===== src/rtl/ext_pipe.sv =====
// ext_pipe: widens operands by zero/sign/ones-extension or left-alignment, buffered in a 2-entry FIFO.
module ext_pipe #(
    parameter int IN_W  = 10,
    parameter int OUT_W = 16
) (
    input  logic             clk,
    input  logic             rst,
    input  logic             in_valid,
    output logic             in_ready,
    input  logic [IN_W-1:0]  in_data,
    input  logic [1:0]       in_mode,
    output logic             out_valid,
    input  logic             out_ready,
    output logic [OUT_W-1:0] out_data,
    output logic [15:0]      xfer_cnt
);
    logic [OUT_W-1:0] mem [2];
    logic [OUT_W-1:0] zx, ones, res;
    logic [1:0]       count;
    logic             head, tail, push, pop;
    // ones covers only the bits above the operand; it is empty when IN_W == OUT_W
    assign zx   = OUT_W'(in_data);
    assign ones = {OUT_W{1'b1}} << IN_W;
    always_comb begin
        res = in_mode == 2'd0 ? zx :
              in_mode == 2'd1 ? (in_data[IN_W-1] ? zx | ones : zx) :
              in_mode == 2'd2 ? zx | ones :
                                zx << (OUT_W - IN_W);
    end
    assign in_ready  = count < 2'd2;
    assign out_valid = count != 2'd0;
    assign out_data  = mem[head];
    assign push      = in_valid && in_ready;
    assign pop       = out_valid && out_ready;
    always_ff @(posedge clk) begin
        if (rst) begin
            count    <= '0;
            head     <= 1'b0;
            tail     <= 1'b0;
            xfer_cnt <= '0;
        end else begin
            count <= count + 2'(push) - 2'(pop);
            if (push) tail <= ~tail;
            if (pop) begin
                head     <= ~head;
                xfer_cnt <= xfer_cnt + 16'd1;
            end
        end
    end
    always_ff @(posedge clk) begin
        if (push) mem[tail] <= res;
    end
endmodule


===== config.mk =====
export PLATFORM = sky130hd
export DESIGN_NAME = ext_pipe
export DESIGN_NICKNAME = d
export VERILOG_FILES = /design/src/rtl/ext_pipe.sv
export SDC_FILE = /design/constraint.sdc
export NUM_CORES = 1
export LEC_CHECK = 0
export ABC_AREA = 1
export CAP_MARGIN = 15
export CORE_ASPECT_RATIO = 1.1
export CORE_MARGIN = 10
export CORE_UTILIZATION = 54
export DETAILED_ROUTE_END_ITERATION = 12
export PLACE_DENSITY = 0.84
export REMOVE_ABC_BUFFERS = 1
export SLEW_MARGIN = 20
export SYNTH_ARGS = -nofsm -noshare
export SYNTH_HDL_FRONTEND = slang
export SYNTH_SLANG_ARGS = --single-unit
export TNS_END_PERCENT = 20

===== constraint.sdc =====
create_clock -name clk -period 4.1 [get_ports clk]
set_input_delay 0.82 -clock clk [delete_from_list [all_inputs] [get_ports clk]]
set_output_delay 0.82 -clock clk [all_outputs]
set_load 0.01 [all_outputs]

==> impl_metrics.toml, run 1 <==
[clock_tree]
cts_tree = "done"
numCtsBuffers = 5
cts_hold_buf = 0
worstSkewPairLatency_ns = 0.29
cts.sinks = 53
clkTransAtPathRegs_ns = 0.09
h-tree-depth = 2
cts.path.max_buffers = 2
post_cts_buffers = 0
post_cts_resized = 0
root_buffer = "clkbuf_8"

[layout]
diodes = 0
nets = 306
layoutNonFillerInstCount = 343
drive_gt1_share_pct = 11.8
syn2layout_area_growth_pct = 27.4
stdcell_area_sq_um = 2980

[floorplan]
fp.dieW_um = 82.8
die_y_um = 89.0
initial_core_util_pct = 55.0
fp-row-count = 25
die_area_sq_um = 7370
core_sq_um = 4250
io_pins = 50

[global_route]
grt.overflow.total = 0
grt_usage_pct = 13.8
grt_pass1_vias = 1758
grt_max_degree = 22
grt_util_met2_pct = 23.0
grt_util_met3_pct = 6.14
antenna_found_initial = 0
top_usage_layer = "met2"
use_met1_pct = 15.8
grt_pass1_wl_um = 7980

[timing]
post-route-min-period_ns = 2.81
worst_pin_slew_ns = 0.715
tns_ns = 0
period_share_pct = 68.5
setup_viol = 0
hold_viol = 0
finalWorstSetupSlack_ns = 1.29
whs_ns = 0.497
slew_headroom_pct = 52.2
worst_clock_skew_ns = 0.00769
rsz0062_at_grt = "false"
max_freq_mhz = 356
report.final.slew_viol_count = 0

[logic_synthesis]
ys.flop_type = "edfxtp_1"
synth.largest_area_cell = "edfxtp_1"
synthTopCellsByArea = "edfxtp_1 41%, dfxtp_1 18%, mux2_2 7.7%, nor2_1 5.9%, nand2_1 5.8%"
synth_edf_count = 32
yosys_register_bits = 53
synthCells = 236
netlist_area_sq_um = 2340
yosysUniqueCellTypes = 24
yosys.area.top_type_share_pct = 41.1
yosysSeqAreaShare_pct = 59.0
yosysWarnings = 0
synth_async_sr_flop_share_pct = 0
synth_area_per_cell_sq_um = 9.91

[setup_path]
rr_worst_depth = 7
crit_required_ns = 3.28
reg2reg_from = "count[1]$_SDFF_PP0_"
r2r-end = "xfer_cnt[11]$_SDFFE_PP0P_"
ff2ff_setup_slack_ns = 2.62
cp.arrival_ns = 1.99
path_class = "flip-flop to output port"
crit_fanout = 16
cp-start-kind = "flip-flop"
end_kind = "output port"

[drt]
drt_pass1_iterations = 4
ant_nets = 0
wirelength_um = 4750
wl_per_cell_um = 13.8
drt_iter0_drc = 97
via_count = 1736
drcViolationCount = 0
routed_via_density = 5.06

[place]
dpl.hpwl_um = 3550
place_inst = 335
dp_worst_setup_slack_ns = 1.60
place_congestion = 0.825
place_area_sq_um = 2870
io_buffer_count = 49

[worst_hold_path]
whs_path_depth = 1
hp-start = "head$_SDFFE_PP0P_"
hold_class = "flip-flop to flip-flop"

[status]
status = "finished, final reports clean"

[power]
vdd_drop_max_mv = 0.319
power_density_nw_per_um2 = 478
cellLeakagePower_nw = 1.13

[run]
maxCapViolations = 0
## cell usage in the layout, fill, tap and decap left out
cell | synthesis | routed
a21oi_1 | 10 | 10
buf_4 | 2 | 2
bufinv_16 | 0 | 1
clkbuf_1 | 1 | 1
clkbuf_8 | 0 | 5
clkdlybuf4s50_1 | 0 | 49
clkinv_2 | 0 | 1
dfxtp_1 | 21 | 21
edfxtp_1 | 32 | 32
ha_1 | 2 | 2
inv_1 | 31 | 31
inv_2 | 1 | 1
mux2_2 | 16 | 16
nand2_1 | 36 | 36
nand3_1 | 10 | 10
nand3_2 | 1 | 1
nand4_1 | 3 | 3
nor2_1 | 37 | 37
nor2_2 | 3 | 3
nor2_4 | 3 | 3
nor3_1 | 2 | 2
nor3b_1 | 1 | 1
nor3b_2 | 1 | 1
o21ai_0 | 17 | 17
o21ai_1 | 1 | 1
xor2_1 | 2 | 2
## power by group
part,switching [mW],internal [mW]
logic,0.185,0.209
clock network,0.157,0.181
registers,0.0458,0.645
total,0.388,1.04
## Yosys cell counts (2+ instances only)
| cell | count |
|---|---|
| xor2_1 | 2 |
| nor3_1 | 2 |
| nand4_1 | 3 |
| buf_2 | 2 |
| dfxtp_1 | 21 |
| o21ai_0 | 17 |
| nand3_1 | 10 |
| inv_1 | 31 |
| ha_1 | 2 |
| nor2_4 | 3 |
| edfxtp_1 | 32 |
| a21oi_1 | 10 |
| nor2_2 | 3 |
| buf_4 | 2 |
| mux2_2 | 16 |
| nor2_1 | 37 |
| nand2_1 | 36 |
## sequential cells by signal, indices dropped and copies added (netlist names), named ones only
name and flops:
mem 32, xfer_cnt 16, count 2, head 1, tail 1
## routing by layer
layer / up-vias / part of all wire, %
met1: 803 / 42
met4: 0 / 0.57
met2: 49 / 47
met3: 5 / 9.7
met5: - / 0
li1: 879 / -
## worst max-delay path, cell delays in order, from the launching register on
cell and delay [ns]:
dfxtp_1 0.79, mux2_2 0.42, clkdlybuf4s50_1 0.48
## layout make-up
| type | instances | area, sq um |
|---|---|---|
| tap | 54 | 67.6 |
| timing repair buffer | 51 | 505 |
| multi-input combinational | 145 | 798 |
| sequential | 53 | 1380 |
| clock inverter | 2 | 35.0 |
| clock buffer | 6 | 72.6 |
| inverter | 32 | 120 |
| fill | 340 | 1270 |
## worst max-delay path by stage
stage                   start                  end  slack [ns]  cells past startpoint
floorplan            in_valid  mem[1][0]$_DFFE_PP_        1.89                      4
global placement    flip-flop          out_data[5]        1.60                      2
detailed placement  flip-flop          out_data[6]        1.60                      2
CTS                 flip-flop          out_data[6]        1.26                      2
global route        flip-flop          out_data[8]        1.19                      2
finish              flip-flop          out_data[1]        1.29                      2
## kinds of logic (layout without fill, tap and decap cells)
kind of cell	count (synthesis)	in the layout	synth area share (%)
multiplexers	16	16	7.70
adder cells (fa/ha/maj)	2	2	1.07
flip-flops	53	53	59.0
AO/OA/AOI/OAI	28	28	5.99
AND/OR/NAND/NOR	97	97	18.6
XOR/XNOR	2	2	0.749
buffers and inverters	38	91	6.84
## metrics by stage
step           util (%)  power (mW)
6_report           70.1        1.42
5_1_grt            70.1        1.50
4_1_cts            70.1        1.44
3_5_place_dp       67.5        1.10
3_3_place_gp       67.5        1.09
2_1_floorplan         -       0.902
Note: power is estimated with default switching activity, not from simulation.
==> run 2, diff against run 1 <==
CORE_UTILIZATION = 45   (was 54)
PLACE_DENSITY = 0.75   (was 0.84)
clock period = 2.5 ns   (was 4.1 ns; I/O delays follow)
==> run 2 against run 1 <==
Net effect:
- hold slack worse by 0.037 ns
- clock skew is 0.0049 ns lower
- non-clock buffer count is 1 higher
- combinational power is 72% higher
- sequential share of layout area is 0.23 points lower
- power is 65% higher
- critical path depth is 1 higher
- wire length is 2.3% lower
- setup slack worse by 1.0 ns
- die area is 15% higher
- cell count is 1.5% higher
- critical endpoint is now out_data[2]
- critical path type unchanged
==> impl_metrics.toml, run 2 (synthesis results as in run 1) <==
[clock_tree]
worstSkewPairLatency_ns = 0.30
post_cts_resized = 0
cts_hold_buf = 0
root_buffer = "clkbuf_8"
clkTransAtPathRegs_ns = 0.09
cts_tree = "done"
post_cts_buffers = 0
h-tree-depth = 2
numCtsBuffers = 5
cts.path.max_buffers = 2
cts.sinks = 53

[setup_path]
path_class = "flip-flop to output port"
cp-start-kind = "flip-flop"
cp.arrival_ns = 1.72
end_kind = "output port"
crit_fanout = 16
crit_required_ns = 2.00

[timing]
tns_ns = 0
hold_viol = 0
slew_headroom_pct = 70.9
max_freq_mhz = 451
setup_viol = 0
finalWorstSetupSlack_ns = 0.283
period_share_pct = 88.7
worst_pin_slew_ns = 0.435
post-route-min-period_ns = 2.22
worst_clock_skew_ns = 0.00275
whs_ns = 0.460
rsz0062_at_grt = "false"
report.final.slew_viol_count = 0

[layout]
stdcell_area_sq_um = 3000
n_fill_cell = 427
multi_input_area_sq_um = 798
final_common_cell = "clkdlybuf4s50_1"
largestRegisters = "mem (32), xfer_cnt (16), count (2)"
drive_gt1_share_pct = 12.1
diodes = 0
post-route-util_pct = 59.5
layout_common_cells = "49 x clkdlybuf4s50_1, 37 x nor2_1, 36 x nand2_1"
largest-register = "mem"
syn2layout_area_growth_pct = 28.0
largest_register_ffs = 32
regArea_sq_um = 1380
layoutNonFillerInstCount = 348
nets = 307

[place]
place_area_sq_um = 2890
dp_worst_setup_slack_ns = 0.419
io_buffer_count = 49
dpl.hpwl_um = 3350
place_inst = 340
place_congestion = 0.868

[drt]
drt_pass1_iterations = 4
drcViolationCount = 0
wl_per_cell_um = 13.3
wirelength_um = 4640
ant_nets = 0
drt_iter0_drc = 108
routed_via_density = 4.86
via_count = 1692

[floorplan]
die_y_um = 95.6
fp-row-count = 27
io_pins = 50
die_area_sq_um = 8490
core_sq_um = 5030
fp.dieW_um = 88.8
initial_core_util_pct = 46.5

[worst_hold_path]
hold_class = "flip-flop to flip-flop"

[global_route]
grt_util_met3_pct = 5.12
use_met1_pct = 12.6
grt.overflow.total = 0
grt_util_met2_pct = 18.4
grt_pass1_vias = 1708
grt_max_degree = 22
antenna_found_initial = 0
top_usage_layer = "met2"
grt_usage_pct = 11.1
grt_pass1_wl_um = 7490

[run]
maxCapViolations = 0

[power]
power_density_nw_per_um2 = 783
cellLeakagePower_nw = 1.13
fin_total_pwr_mw = 2.35
vdd_drop_max_mv = 0.506

[status]
status = "finished, final reports clean"
run 2: changes by cell type in the layout (fill, tap and decap cells not counted):
cell        delta
clkinv_1       +1
clkbuf_1       -1
clkinvlp_4     +1
clkinv_2       -1
buf_4          +1
run 2: where the power goes:
group	switching (mW)	leakage, nW	internal [mW]
logic	0.329	0.608	0.349
clock network	0.273	0.0518	0.295
registers	0.0419	0.471	1.06
run 2: worst max-delay path, cell delays in order (launching register included):
cell and delay (ns):
dfxtp_1 0.32, buf_4 0.23, mux2_2 0.37, clkdlybuf4s50_1 0.49
run 2: cell type report:
type	instances	share of cell area (%)
clock buffer	5	2.30
tap	58	2.42
multi-input combinational	145	26.6
clock inverter	3	1.38
timing repair buffer	52	17.1
inverter	32	4.01
sequential	53	46.1
run 2: path summary, 6_finish.rpt:
path	to	slack, ns	cells after the start	start
worst min-delay path	head$_SDFFE_PP0P_	0.46	1	head$_SDFFE_PP0P_
worst max-delay path	out_data[2]	0.28	3	flip-flop
worst min register to register	head$_SDFFE_PP0P_	0.46	1	head$_SDFFE_PP0P_
worst max register to register	xfer_cnt[11]$_SDFFE_PP0P_	1.04	7	count[1]$_SDFF_PP0_
run 2: layer usage:
| layer | part of all wire, % | up-vias |
|---|---|---|
| met5 | 0 | - |
| met4 | 1.3 | 0 |
| met3 | 9.3 | 8 |
| met2 | 44 | 50 |
| met1 | 46 | 753 |
| li1 | - | 881 |
==> run 3, diff against run 2 <==
CORE_MARGIN = 1   (was 10)
SETUP_SLACK_MARGIN = 0.05   (was unset)
==> run 3 against run 2 <==
Net effect:
- the run now ends with design-rule violations left
- clock skew grew 0.0077 ns
- core utilization grew 0.35 points
- setup slack lost 0.0027 ns
- sequential cell count is the same
- first-iteration DRC count shrank 5.6%
- clock-buffer cell count grew 1
- non-clock buffer count is the same
- largest power group unchanged
==> impl_metrics.toml, run 3 (synthesis results as in run 1) <==
[timing]
whs_ns = 0.463
hold_viol = 0
report.final.slew_viol_count = 0
setup_viol = 0
post-route-min-period_ns = 2.22
tns_ns = 0
rsz0062_at_grt = "false"
period_share_pct = 88.8
worst_clock_skew_ns = 0.0105
slew_headroom_pct = 69.8
worst_pin_slew_ns = 0.453
max_freq_mhz = 451

[setup_path]
end_kind = "output port"
r2r-end = "xfer_cnt[11]$_SDFFE_PP0P_"
crit_fanout = 16
reg2reg_from = "count[1]$_SDFF_PP0_"
crit_chain = "buf_4, mux2_2, clkdlybuf4s50_1"
path_class = "flip-flop to output port"
cp-start-kind = "flip-flop"
rr_worst_depth = 7
crit_required_ns = 2.00
cp_slowest_stage_delay_ns = 0.48
cp.arrival_ns = 1.72
crit_slowest_cell = "clkdlybuf4s50_1"
endpoint = "out_data[1]"
ff2ff_setup_slack_ns = 1.00

[clock_tree]
clkTransAtPathRegs_ns = 0.08
h-tree-depth = 2
post_cts_resized = 0
root_buffer = "clkbuf_8"
cts_hold_buf = 0
cts.sinks = 53
worstSkewPairLatency_ns = 0.30
post_cts_buffers = 0
numCtsBuffers = 5
cts_tree = "done"
cts.path.max_buffers = 2

[floorplan]
core_sq_um = 5000
fp-row-count = 27
io_pins = 50
initial_core_util_pct = 46.8
fp.dieW_um = 70.8
die_y_um = 77.6
die_area_sq_um = 5490

[layout]
nets = 307
largest_register_ffs = 32
largestRegisters = "mem (32), xfer_cnt (16), count (2)"
layout_common_cells = "49 x clkdlybuf4s50_1, 37 x nor2_1, 36 x nand2_1"
largest-register = "mem"
syn2layout_area_growth_pct = 27.9
n_fill_cell = 455
diodes = 0
drive_gt1_share_pct = 12.1
final_common_cell = "clkdlybuf4s50_1"

[global_route]
grt_max_degree = 22
grt_pass1_wl_um = 7250
grt_usage_pct = 17.0
antenna_found_initial = 0
grt.overflow.total = 0
grt_pass1_vias = 1636

[drt]
drt_iter0_drc = 102
met2_length_um = 2090
routed_via_density = 4.92
drcViolationCount = 12
wl_met1_um = 1980
via_count = 1711
highest_layer = "met4"
wl_per_cell_um = 12.4
wirelength_um = 4330
ant_nets = 0
met3_length_um = 247
drt_pass1_iterations = 8

[power]
power_density_nw_per_um2 = 782
vdd_drop_max_mv = 0.382
fin_total_pwr_mw = 2.34
cellLeakagePower_nw = 1.13

[status]
status = "finished, violations left"
violations = "design-rule violations"

[worst_hold_path]
hold_class = "flip-flop to flip-flop"

[place]
io_buffer_count = 49
place_congestion = 0.808
dpl.hpwl_um = 3010

[run]
maxCapViolations = 0
-- run 3: changes by cell type in the layout (fill, tap and decap cells not counted), sizes merged --
cell,previous run,this run
clkbuf,5,6
clkinvlp,1,0
-- run 3: power by group --
group	leakage (nW)	total (mW)	switching, mW	internal, mW
clock network	0.0552	0.564	0.267	0.297
registers	0.471	1.10	0.0438	1.06
logic	0.608	0.674	0.325	0.349
-- run 3: per-layer routing --
metal | vias to the layer above | track usage, %
met5 | - | 0
met4 | 0 | 4.60
met3 | 2 | 4.94
met2 | 50 | 28.7
met1 | 778 | 21.1
li1 | 881 | -
-- run 3: worst min path at each step --
stage / cells after the start / startpoint / to
floorplan: 1 / head$_SDFFE_PP0P_ / flip-flop
global placement: 1 / head$_SDFFE_PP0P_ / head$_SDFFE_PP0P_
detailed placement: 1 / head$_SDFFE_PP0P_ / head$_SDFFE_PP0P_
CTS: 1 / head$_SDFFE_PP0P_ / head$_SDFFE_PP0P_
global route: 1 / head$_SDFFE_PP0P_ / head$_SDFFE_PP0P_
finish: 1 / head$_SDFFE_PP0P_ / head$_SDFFE_PP0P_
-- run 3: cell type report --
type	count	area [sq um]	area share [%]
sequential	53	1380	46.2
clock buffer	6	72.6	2.42
clock inverter	2	35.0	1.17
inverter	32	120	4.01
timing repair buffer	52	513	17.1
multi-input combinational	145	798	26.7
tap	58	72.6	2.42
-- run 3: metrics by stage --
step | setup WS (ns) | utilization (%) | std cells | area, sq um
2_1_floorplan | 0.610 | - | 230 | 2300
3_3_place_gp | 0.475 | 57.7 | 340 | 2890
3_5_place_dp | 0.415 | 57.7 | 340 | 2890
4_1_cts | 0.266 | 59.9 | 348 | 2990
5_1_grt | 0.210 | 59.9 | 348 | 2990
6_report | 0.281 | 59.9 | 348 | 2990
-- run 3: worst max-delay path, delay by kind of cell (launching register included) --
kind / cells / cell delay [ns]
DFF: 1 / 0.31
muxes: 1 / 0.38
buffers and inverters: 2 / 0.73
